<file path="config.mk">
export PLATFORM = sky130hd
export DESIGN_NAME = pvt_uart_rx
export DESIGN_NICKNAME = d
export VERILOG_FILES = /design/src/rtl/pvt_uart_rx.sv
export SDC_FILE = /design/constraint.sdc
export NUM_CORES = 1
export LEC_CHECK = 0
export BUFFER_PORTS_ARGS = -buffer_cell sky130_fd_sc_hd__buf_2
export CAP_MARGIN = 10
export CORE_AREA = 3 3 58 60
export CTS_CLUSTER_SIZE = 25
export DETAILED_ROUTE_END_ITERATION = 10
export DIE_AREA = 0 0 61 63
export PLACE_DENSITY = 0.9
export SKIP_LAST_GASP = 1
export SLEW_MARGIN = 15
export SYNTH_ARGS = -nofsm -noshare
export SYNTH_HDL_FRONTEND = slang
export SYNTH_SLANG_ARGS = --single-unit
</file>
<file path="constraint.sdc">
create_clock -name clk -period 3.3 [get_ports clk]
set_input_delay 0.165 -clock clk [delete_from_list [all_inputs] [get_ports clk]]
set_output_delay 0.165 -clock clk [all_outputs]
set_load 0.01 [all_outputs]
</file>
<file path="src/rtl/pvt_uart_rx.sv">
// 8N1 UART receiver for the PVT sensor wrappers: two-flop synchroniser,
// start-bit validation and 3-sample majority vote at each bit centre.
module pvt_uart_rx #(
    parameter int CLKS_PER_BIT = 434
) (
    input  logic       clk,
    input  logic       rst_n,
    input  logic       rx,
    output logic       out_valid,
    output logic [7:0] data_out,
    output logic       frame_err,
    output logic       busy
);

    localparam int CW = $clog2(CLKS_PER_BIT);
    localparam logic [CW-1:0] HALF_M1 = CW'(CLKS_PER_BIT / 2 - 1);
    localparam logic [CW-1:0] CAP1    = CW'(CLKS_PER_BIT - 3);
    localparam logic [CW-1:0] CAP2    = CW'(CLKS_PER_BIT - 2);
    localparam logic [CW-1:0] LAST    = CW'(CLKS_PER_BIT - 1);

    typedef enum logic [2:0] {
        S_IDLE,
        S_START,
        S_DATA,
        S_STOP,
        S_BREAK
    } state_t;

    state_t          state;
    logic            rx_m;
    logic            rx_s;
    logic [CW-1:0]   cnt;
    logic [2:0]      bit_idx;
    logic [7:0]      shreg;
    logic            samp1;
    logic            samp2;
    logic            maj;

    always_ff @(posedge clk or negedge rst_n) begin
        if (!rst_n) begin
            rx_m <= 1'b1;
            rx_s <= 1'b1;
        end else begin
            rx_m <= rx;
            rx_s <= rx_m;
        end
    end

    // Two early captures plus the live sample at the last cycle of the bit.
    assign maj  = (samp1 & samp2) | (samp1 & rx_s) | (samp2 & rx_s);
    assign busy = (state != S_IDLE);

    always_ff @(posedge clk or negedge rst_n) begin
        if (!rst_n) begin
            state     <= S_IDLE;
            cnt       <= '0;
            bit_idx   <= '0;
            shreg     <= '0;
            samp1     <= 1'b1;
            samp2     <= 1'b1;
            out_valid <= 1'b0;
            frame_err <= 1'b0;
            data_out  <= '0;
        end else begin
            out_valid <= 1'b0;
            frame_err <= 1'b0;
            if (state == S_DATA || state == S_STOP) begin
                if (cnt == CAP1) samp1 <= rx_s;
                if (cnt == CAP2) samp2 <= rx_s;
            end
            case (state)
                S_IDLE: begin
                    if (!rx_s) begin
                        state <= S_START;
                        cnt   <= '0;
                    end
                end
                S_START: begin
                    if (cnt == HALF_M1) begin
                        if (rx_s) begin
                            state <= S_IDLE;
                        end else begin
                            state   <= S_DATA;
                            cnt     <= '0;
                            bit_idx <= '0;
                        end
                    end else begin
                        cnt <= cnt + 1'b1;
                    end
                end
                S_DATA: begin
                    if (cnt == LAST) begin
                        cnt     <= '0;
                        shreg   <= {maj, shreg[7:1]};
                        bit_idx <= bit_idx + 1'b1;
                        if (bit_idx == 3'd7) state <= S_STOP;
                    end else begin
                        cnt <= cnt + 1'b1;
                    end
                end
                S_STOP: begin
                    if (cnt == LAST) begin
                        cnt <= '0;
                        if (maj) begin
                            out_valid <= 1'b1;
                            data_out  <= shreg;
                            state     <= S_IDLE;
                        end else begin
                            frame_err <= 1'b1;
                            state     <= S_BREAK;
                        end
                    end else begin
                        cnt <= cnt + 1'b1;
                    end
                end
                S_BREAK: begin
                    if (rx_s) state <= S_IDLE;
                end
                default: state <= S_IDLE;
            endcase
        end
    end

endmodule
</file>
==> results of run 1 <==
[worst max-delay path, delay by kind of cell (launching register included)]
family,cells,cell delay (ns)
muxes,1,0.35
and+or+nand+nor,1,0.15
buffers and inverters,1,0.06
adders and majority gates,1,0.21
AOI/OAI and AO/OA,2,0.72
DFF,1,0.44
[per-stage QoR]
stage | instances | total power [mW] | cell area [µm²]
floorplan | 161 | 0.467 | 1830
global placement | 204 | 0.477 | 1920
detailed placement | 204 | 0.477 | 1920
CTS | 214 | 0.794 | 2020
global route | 214 | 0.817 | 2020
finish | 214 | 0.786 | 2020
[placed cells by master (no fill, tap or decap), types with 5 or more instances in the layout]
cell type / netlist / final
mux2_2: 18 / 18
o221ai_1: 5 / 5
nor2_1: 8 / 8
nand3_1: 7 / 7
o21ai_0: 9 / 9
dfrtp_1: 33 / 33
nand2_1: 14 / 14
ha_1: 5 / 5
buf_2: 1 / 13
clkbuf_4: 0 / 5
inv_1: 9 / 9
[flip-flops by register name, summed over array words and instances (netlist names)]
| name | flops |
|---|---|
| rx_m | 1 |
| samp2 | 1 |
| shreg | 8 |
| out_valid | 1 |
| cnt | 9 |
| rx_s | 1 |
| bit_idx | 3 |
| state | 3 |
| samp1 | 1 |
| data_out | 8 |
| frame_err | 1 |
[what timing repair did]
item / CTS / global route
resized for setup: 0 / 0
endpoints found under the setup margin: 0 / 0
hold buffers: 2 / 0
hold endpoints to repair: 34 / 0
[path summary, 6_finish.rpt]
check	cells past startpoint	endpoint	startpoint
max in group asynchronous	2	shreg[5]	rst_n
setup reg to reg	6	state[2]	cnt[0]
hold / removal	0	rx_s	rx_m
hold reg to reg	0	rx_s	rx_m
setup / recovery	6	state[2]	cnt[0]
min in group asynchronous	2	cnt[4]	rst_n
[cells by family after synthesis]
kind of cell | share of synthesized area [%]
buffers and inverters | 2.94
and+or+nand+nor | 17.4
AOI/OAI and AO/OA | 11.6
adders and majority gates | 3.97
muxes | 12.2
xor gates and xnor gates | 0.958
DFF | 50.9
[routing by layer]
metal	vias up	part of all wire, %
met4	0	3.4
met5	-	0
met1	646	41
met3	16	6.0
met2	55	50
li1	625	-
[cell usage after synthesis, types with 2 or more instances]
library cell | number | area, µm²
o21ai_0 | 9 | 45.0
dfrtp_1 | 33 | 826
a21o_1 | 2 | 15.0
nor2b_1 | 2 | 12.5
nor3_1 | 4 | 20.0
nand2b_1 | 2 | 12.5
a21oi_1 | 3 | 15.0
nand2_1 | 14 | 52.6
inv_1 | 9 | 33.8
ha_1 | 5 | 62.6
nor2_1 | 8 | 30.0
xnor2_1 | 2 | 17.5
mux2_2 | 18 | 203
o221ai_1 | 5 | 43.8
dfstp_2 | 4 | 105
and2_1 | 2 | 12.5
o22ai_1 | 2 | 12.5
nand3_1 | 7 | 35.0
and4_1 | 2 | 17.5
nor4_1 | 3 | 18.8
nand4_1 | 3 | 18.8
[final cells by class]
cell class              count  area share [%]
repair buffers             15            4.21
multi-input cells         111            41.7
well taps                  33            2.04
flip-flops and latches     37            46.0
inverters                  10            1.86
clock inverters             3            2.29
clock buffers               5            1.86
[power breakdown]
group	switching [mW]	internal, mW
combinational	0.00959	0.00340
clock	0.156	0.160
sequential	0.00121	0.456
==> flow_metrics.tcl, run 1 <==
set metrics [dict create \
    cts_tree "built" \
    dpl_worst_slack_ns 1.25 \
    synth_edf_count 0 \
    h-tree-depth 2 \
    dr.pass1.iters 7 \
    drv_slew 0 \
    drt-total-wl_mm 3.55 \
    cp.arrival_ns 2.29 \
    die_h_um 63 \
    antenna_found_initial 0 \
    cap_violations 0 \
    overflow 0 \
    drt_iter0_markers 92 \
    ys_types 43 \
    hp-class "reg -> reg" \
    rsz0062_at_grt "no" \
    use_met2_pct 32.8 \
    path_cells "inv_1 > ha_1 > nor4b_4 > a2111oi_4 > a211oi_1 > mux2_1" \
    setup_viol 0 \
    ir_drop_mv 0.394 \
    drc 0 \
    rows 20 \
    ant_nets 0 \
    finalCritPeriodShare_pct 62.4 \
    hold_viol 0 \
    finalCriticalPeriod_ns 2.06 \
    grt_pass1_wl_mm 6.09 \
    core-area_mm2 0.00298 \
    synthCells 161 \
    gr-usage-all-layers_pct 21.2 \
    ys_warn_count 0 \
    startpoint_type "register" \
    nets 188 \
    netlist_area_mm2 0.00183 \
    grt_pass1_vias 1402 \
    p_leak_nw 0.986 \
    avgSynthCellArea_um2 11.4 \
    cp_slowest_cell "a2111oi_4" \
    setup_ws_ns 1.24 \
    clk_pin_slew_ns 0.12 \
    worst_setup_path_end_kind "register" \
    skew_ns 0.00584 \
    cts_sinks 37 \
    start_util_pct 61.4 \
    required_ns 3.54 \
    nFillCells 210 \
    area_growth_pct 10.6 \
    max-slew-margin-rel_pct 47.3 \
    p_per_area_mw_per_mm2 388 \
    use_met1_pct 25.8 \
    cts_made_buffers 5 \
    multi_input_area_um2 845 \
    tns_ns 0 \
    timing.fmax_ghz 0.486 \
    clk-insertion-delay-late_ns 0.35 \
    viasPerCell 6.27 \
    antenna_cells 0 \
    ys_ff_latch 37 \
    die-area_mm2 0.00384 \
    fin_util_pct 67.9 \
    worst-r2r-setup-slack_ns 1.24 \
    synth_ff_type "dfrtp_1" \
    via_count 1342 \
    synth_nets 169 \
    grt_max_degree 38 \
    cts_root_buf "clkbuf_4" \
    met3_usage_pct 8.06 \
    numPortBuffers 13 \
    final-seq-area_um2 931 \
    holdWs_ns 0.362 \
    clockBufferDepth 2 \
    critPathMaxFanout 9 \
    io_pins 14 \
    drive_gt1_share_pct 28.2 \
    status "finished, final reports clean" \
    die_w_um 61 \
    postCtsSetupBuffers 0 \
    routedWlPerCell_um 16.6 \
    worstSetupPathType "reg -> reg" \
    synth_async_sr_flop_share_pct 100 \
    gp_congestion 0.907 \
    synth_seq_area_share_pct 50.9 \
    dpl.hpwl_mm 2.58 \
    grt.busiest_layer "met2" \
    slowest_delay_ns 0.60 \
    tightest_slew_ns 0.790 \
]
No activity file was read; power rests on OpenSTA's default activity.
==> run 2, diff against run 1 <==
Settings changed: ABC_AREA from default to 1, CORE_AREA 3 3 58 60 to 3 3 65 67, DIE_AREA 0 0 61 63 to 0 0 68 70, PLACE_DENSITY 0.9 to 0.82.
Clock period 3.3 ns to 1.8 ns, I/O delays scaled along.
==> flow_metrics.tcl, run 2 <==
set metrics [dict create \
    ys_warn_count 0 \
    finalCriticalPeriod_ns 1.55 \
    synth_top_area_share_pct 42.1 \
    wl_met3_um 109 \
    start_util_pct 53.2 \
    synth_top_cell_by_area "dfrtp_1" \
    grt_pass1_vias 1414 \
    drt_iter0_markers 91 \
    required_ns 1.99 \
    drt-total-wl_mm 3.43 \
    ys_types 27 \
    core-area_mm2 0.00369 \
    antenna_found_initial 0 \
    worst_r2r_path_depth 9 \
    rows 22 \
    cts_made_buffers 5 \
    avgSynthCellArea_um2 8.11 \
    nFillCells 326 \
    status "finished, final reports clean" \
    setup_viol 0 \
    tightest_slew_ns 0.789 \
    cts_sinks 37 \
    grt_max_degree 38 \
    gp_congestion 0.824 \
    synth_nets 250 \
    ys_ff_latch 37 \
    startpoint_type "register" \
    tns_ns 0 \
    clockBufferDepth 2 \
    clk-insertion-delay-late_ns 0.30 \
    die-area_mm2 0.00476 \
    cp.arrival_ns 1.74 \
    worstSetupPathType "reg -> reg" \
    crit_top_cell "nand2_1" \
    placed_area_mm2 0.00206 \
    routed.top_layer "met4" \
    power_switching_mw 0.320 \
    drive_gt1_share_pct 19.5 \
    via_count 1494 \
    timing.fmax_ghz 0.645 \
    max-slew-margin-rel_pct 47.4 \
    regMostFlops "cnt" \
    worstReg2RegEnd "data_out[6]" \
    overflow 0 \
    wl_met1_mm 1.60 \
    holdWs_ns 0.360 \
    synth_seq_area_share_pct 47.4 \
    finalCritPeriodShare_pct 86.1 \
    drc 0 \
    die_w_um 68 \
    path_cells "inv_2 > ha_1 > nand2_1 > nor2_2 > nand2_4 > clkinv_4 > nand3_4 > nand2_1 > o21ai_2" \
    hp-class "reg -> reg" \
    critPathMaxFanout 17 \
    antenna_cells 0 \
    combPwrFrac_pct 1.5 \
    clk_pin_slew_ns 0.07 \
    synth_most_common_cell "nand2_1" \
    hold_start "rx_m" \
    rsz0062_at_grt "no" \
    pwr-share-seq_pct 53.1 \
    top_regs "cnt (9), data_out (8), shreg (8)" \
    final_common_cell "nand2_1" \
    synth_async_sr_flop_share_pct 100 \
    cap_violations 0 \
    netlist_area_mm2 0.00196 \
    min_delay_path_depth 0 \
    whs_endpoint "rx_s" \
    synth_edf_count 0 \
    cp_slowest_cell "dfrtp_1" \
    nets 269 \
    cts_tree "built" \
    slowest_delay_ns 0.41 \
    largest_reg_flops 9 \
    power_frac_clock_pct 45.3 \
    area_growth_pct 11.7 \
    internal_power_mw 1.26 \
    final_cell_area_mm2 0.00219 \
    numPortBuffers 13 \
    switching_share_pct 20.3 \
    route.met2.wl_mm 1.63 \
    viasPerCell 4.82 \
    p_per_area_mw_per_mm2 720 \
    worst_setup_path_end_kind "register" \
    skew_ns 0.00997 \
    dr.pass1.iters 4 \
    routedWlPerCell_um 11.1 \
    drv_slew 0 \
    grt_pass1_wl_mm 6.20 \
    die_h_um 70 \
    r2r-start "cnt[1]" \
    ir_drop_mv 0.564 \
    ant_nets 0 \
    ys_top_cells_by_count "nand2_1 (83), inv_1 (35), dfrtp_1 (33)" \
    gr-usage-all-layers_pct 17.3 \
    synthCells 242 \
    worst-r2r-setup-slack_ns 0.25 \
    final_cell_mix "nand2_1 (83), inv_1 (34), dfrtp_1 (33)" \
    synthTopCellsByArea "dfrtp_1 (42%), nand2_1 (16%), inv_1 (6.7%), dfstp_2 (5.4%), nand3_1 (4.1%)" \
    hold_viol 0 \
    p_leak_nw 1.20 \
    synth_ff_type "dfrtp_1" \
    cts_root_buf "clkbuf_8" \
    h-tree-depth 2 \
    dpl.hpwl_mm 2.52 \
    io_pins 14 \
]
run 2: changes by cell type after synthesis, moves of 4 or more:
cell and delta:
nand2_1 +69, nand3_1 +9, o221ai_1 -5, nand2_2 +4, mux2_2 -18, o21ai_0 +6
nor2_1 +4, inv_1 +26, o21ai_2 +8
run 2: how the worst max path moves through the flow:
stage | endpoint | from | depth (start not counted) | slack (ns)
final | data_out[6] | cnt[1] | 9 | 0.25
after global routing | bit_idx[1] | cnt[0] | 11 | 0.01
after CTS | data_out[6] | cnt[1] | 9 | 0.20
after detailed placement | data_out[0] | cnt[1] | 9 | 0.20
after global placement | bit_idx[2] | cnt[0] | 11 | 0.24
after floorplan | data_out[2] | cnt[1] | 10 | 0.33
run 2: power by group through the flow:
stage / clock, mW / combinational, mW / sequential (mW)
detailed placement: 0 / 0.0228 / 0.853
CTS: 0.738 / 0.0261 / 0.837
floorplan: 0 / 0.00330 / 0.852
global route: 0.763 / 0.0290 / 0.837
finish: 0.715 / 0.0244 / 0.837
global placement: 0 / 0.0226 / 0.853
run 2: final cells by class:
cell class / instances / area (µm²) / share of cell area [%]
flip-flops and latches: 37 / 931 / 42.5
multi-input cells: 165 / 860 / 39.2
inverters: 37 / 144 / 6.57
repair buffers: 15 / 85.1 / 3.88
clock buffers: 6 / 72.6 / 3.31
well taps: 48 / 60.1 / 2.74
clock inverters: 2 / 38.8 / 1.77
run 2: routing by layer:
layer  vias up  track usage, %
li1        787               -
met1       682            22.0
met2        16            26.7
met3         9            5.79
met4         0            6.62
met5         -               0
run 2: what timing repair did:
| item | CTS | global route |
|---|---|---|
| hold buffers | 2 | 0 |
| gates resized for setup | 0 | 2 |
| buffers inserted | 0 | 0 |
| endpoints found under the hold margin | 34 | 0 |
| endpoints found under the setup margin | 0 | 3 |
run 2: critical path: cells and delay by family, from the launching register on:
family                     cells  cell delay, ns
adders and majority gates      1            0.14
AOI/OAI and AO/OA              1            0.06
and+or+nand+nor                5            0.67
DFF                            1            0.41
buffers and inverters          2            0.17
run 2: cell families (layout without fill, tap and decap cells):
| kind of cell | count (synthesis) | after routing | synth area share [%] |
|---|---|---|---|
| adders and majority gates | 6 | 6 | 3.70 |
| AOI/OAI and AO/OA | 29 | 29 | 9.18 |
| xor gates and xnor gates | 1 | 1 | 0.447 |
| and+or+nand+nor | 129 | 129 | 30.4 |
| buffers and inverters | 40 | 60 | 8.86 |
| DFF | 37 | 37 | 47.4 |
run 2: metrics by stage:
| step | util, % | power [mW] | setup WS, ns | cells |
|---|---|---|---|---|
| 2_1_floorplan | - | 0.856 | 0.333 | 242 |
| 3_3_place_gp | 55.8 | 0.876 | 0.235 | 300 |
| 3_5_place_dp | 55.8 | 0.876 | 0.202 | 300 |
| 4_1_cts | 59.3 | 1.60 | 0.197 | 310 |
| 5_1_grt | 59.4 | 1.63 | 0.0142 | 310 |
| 6_report | 59.4 | 1.58 | 0.250 | 310 |
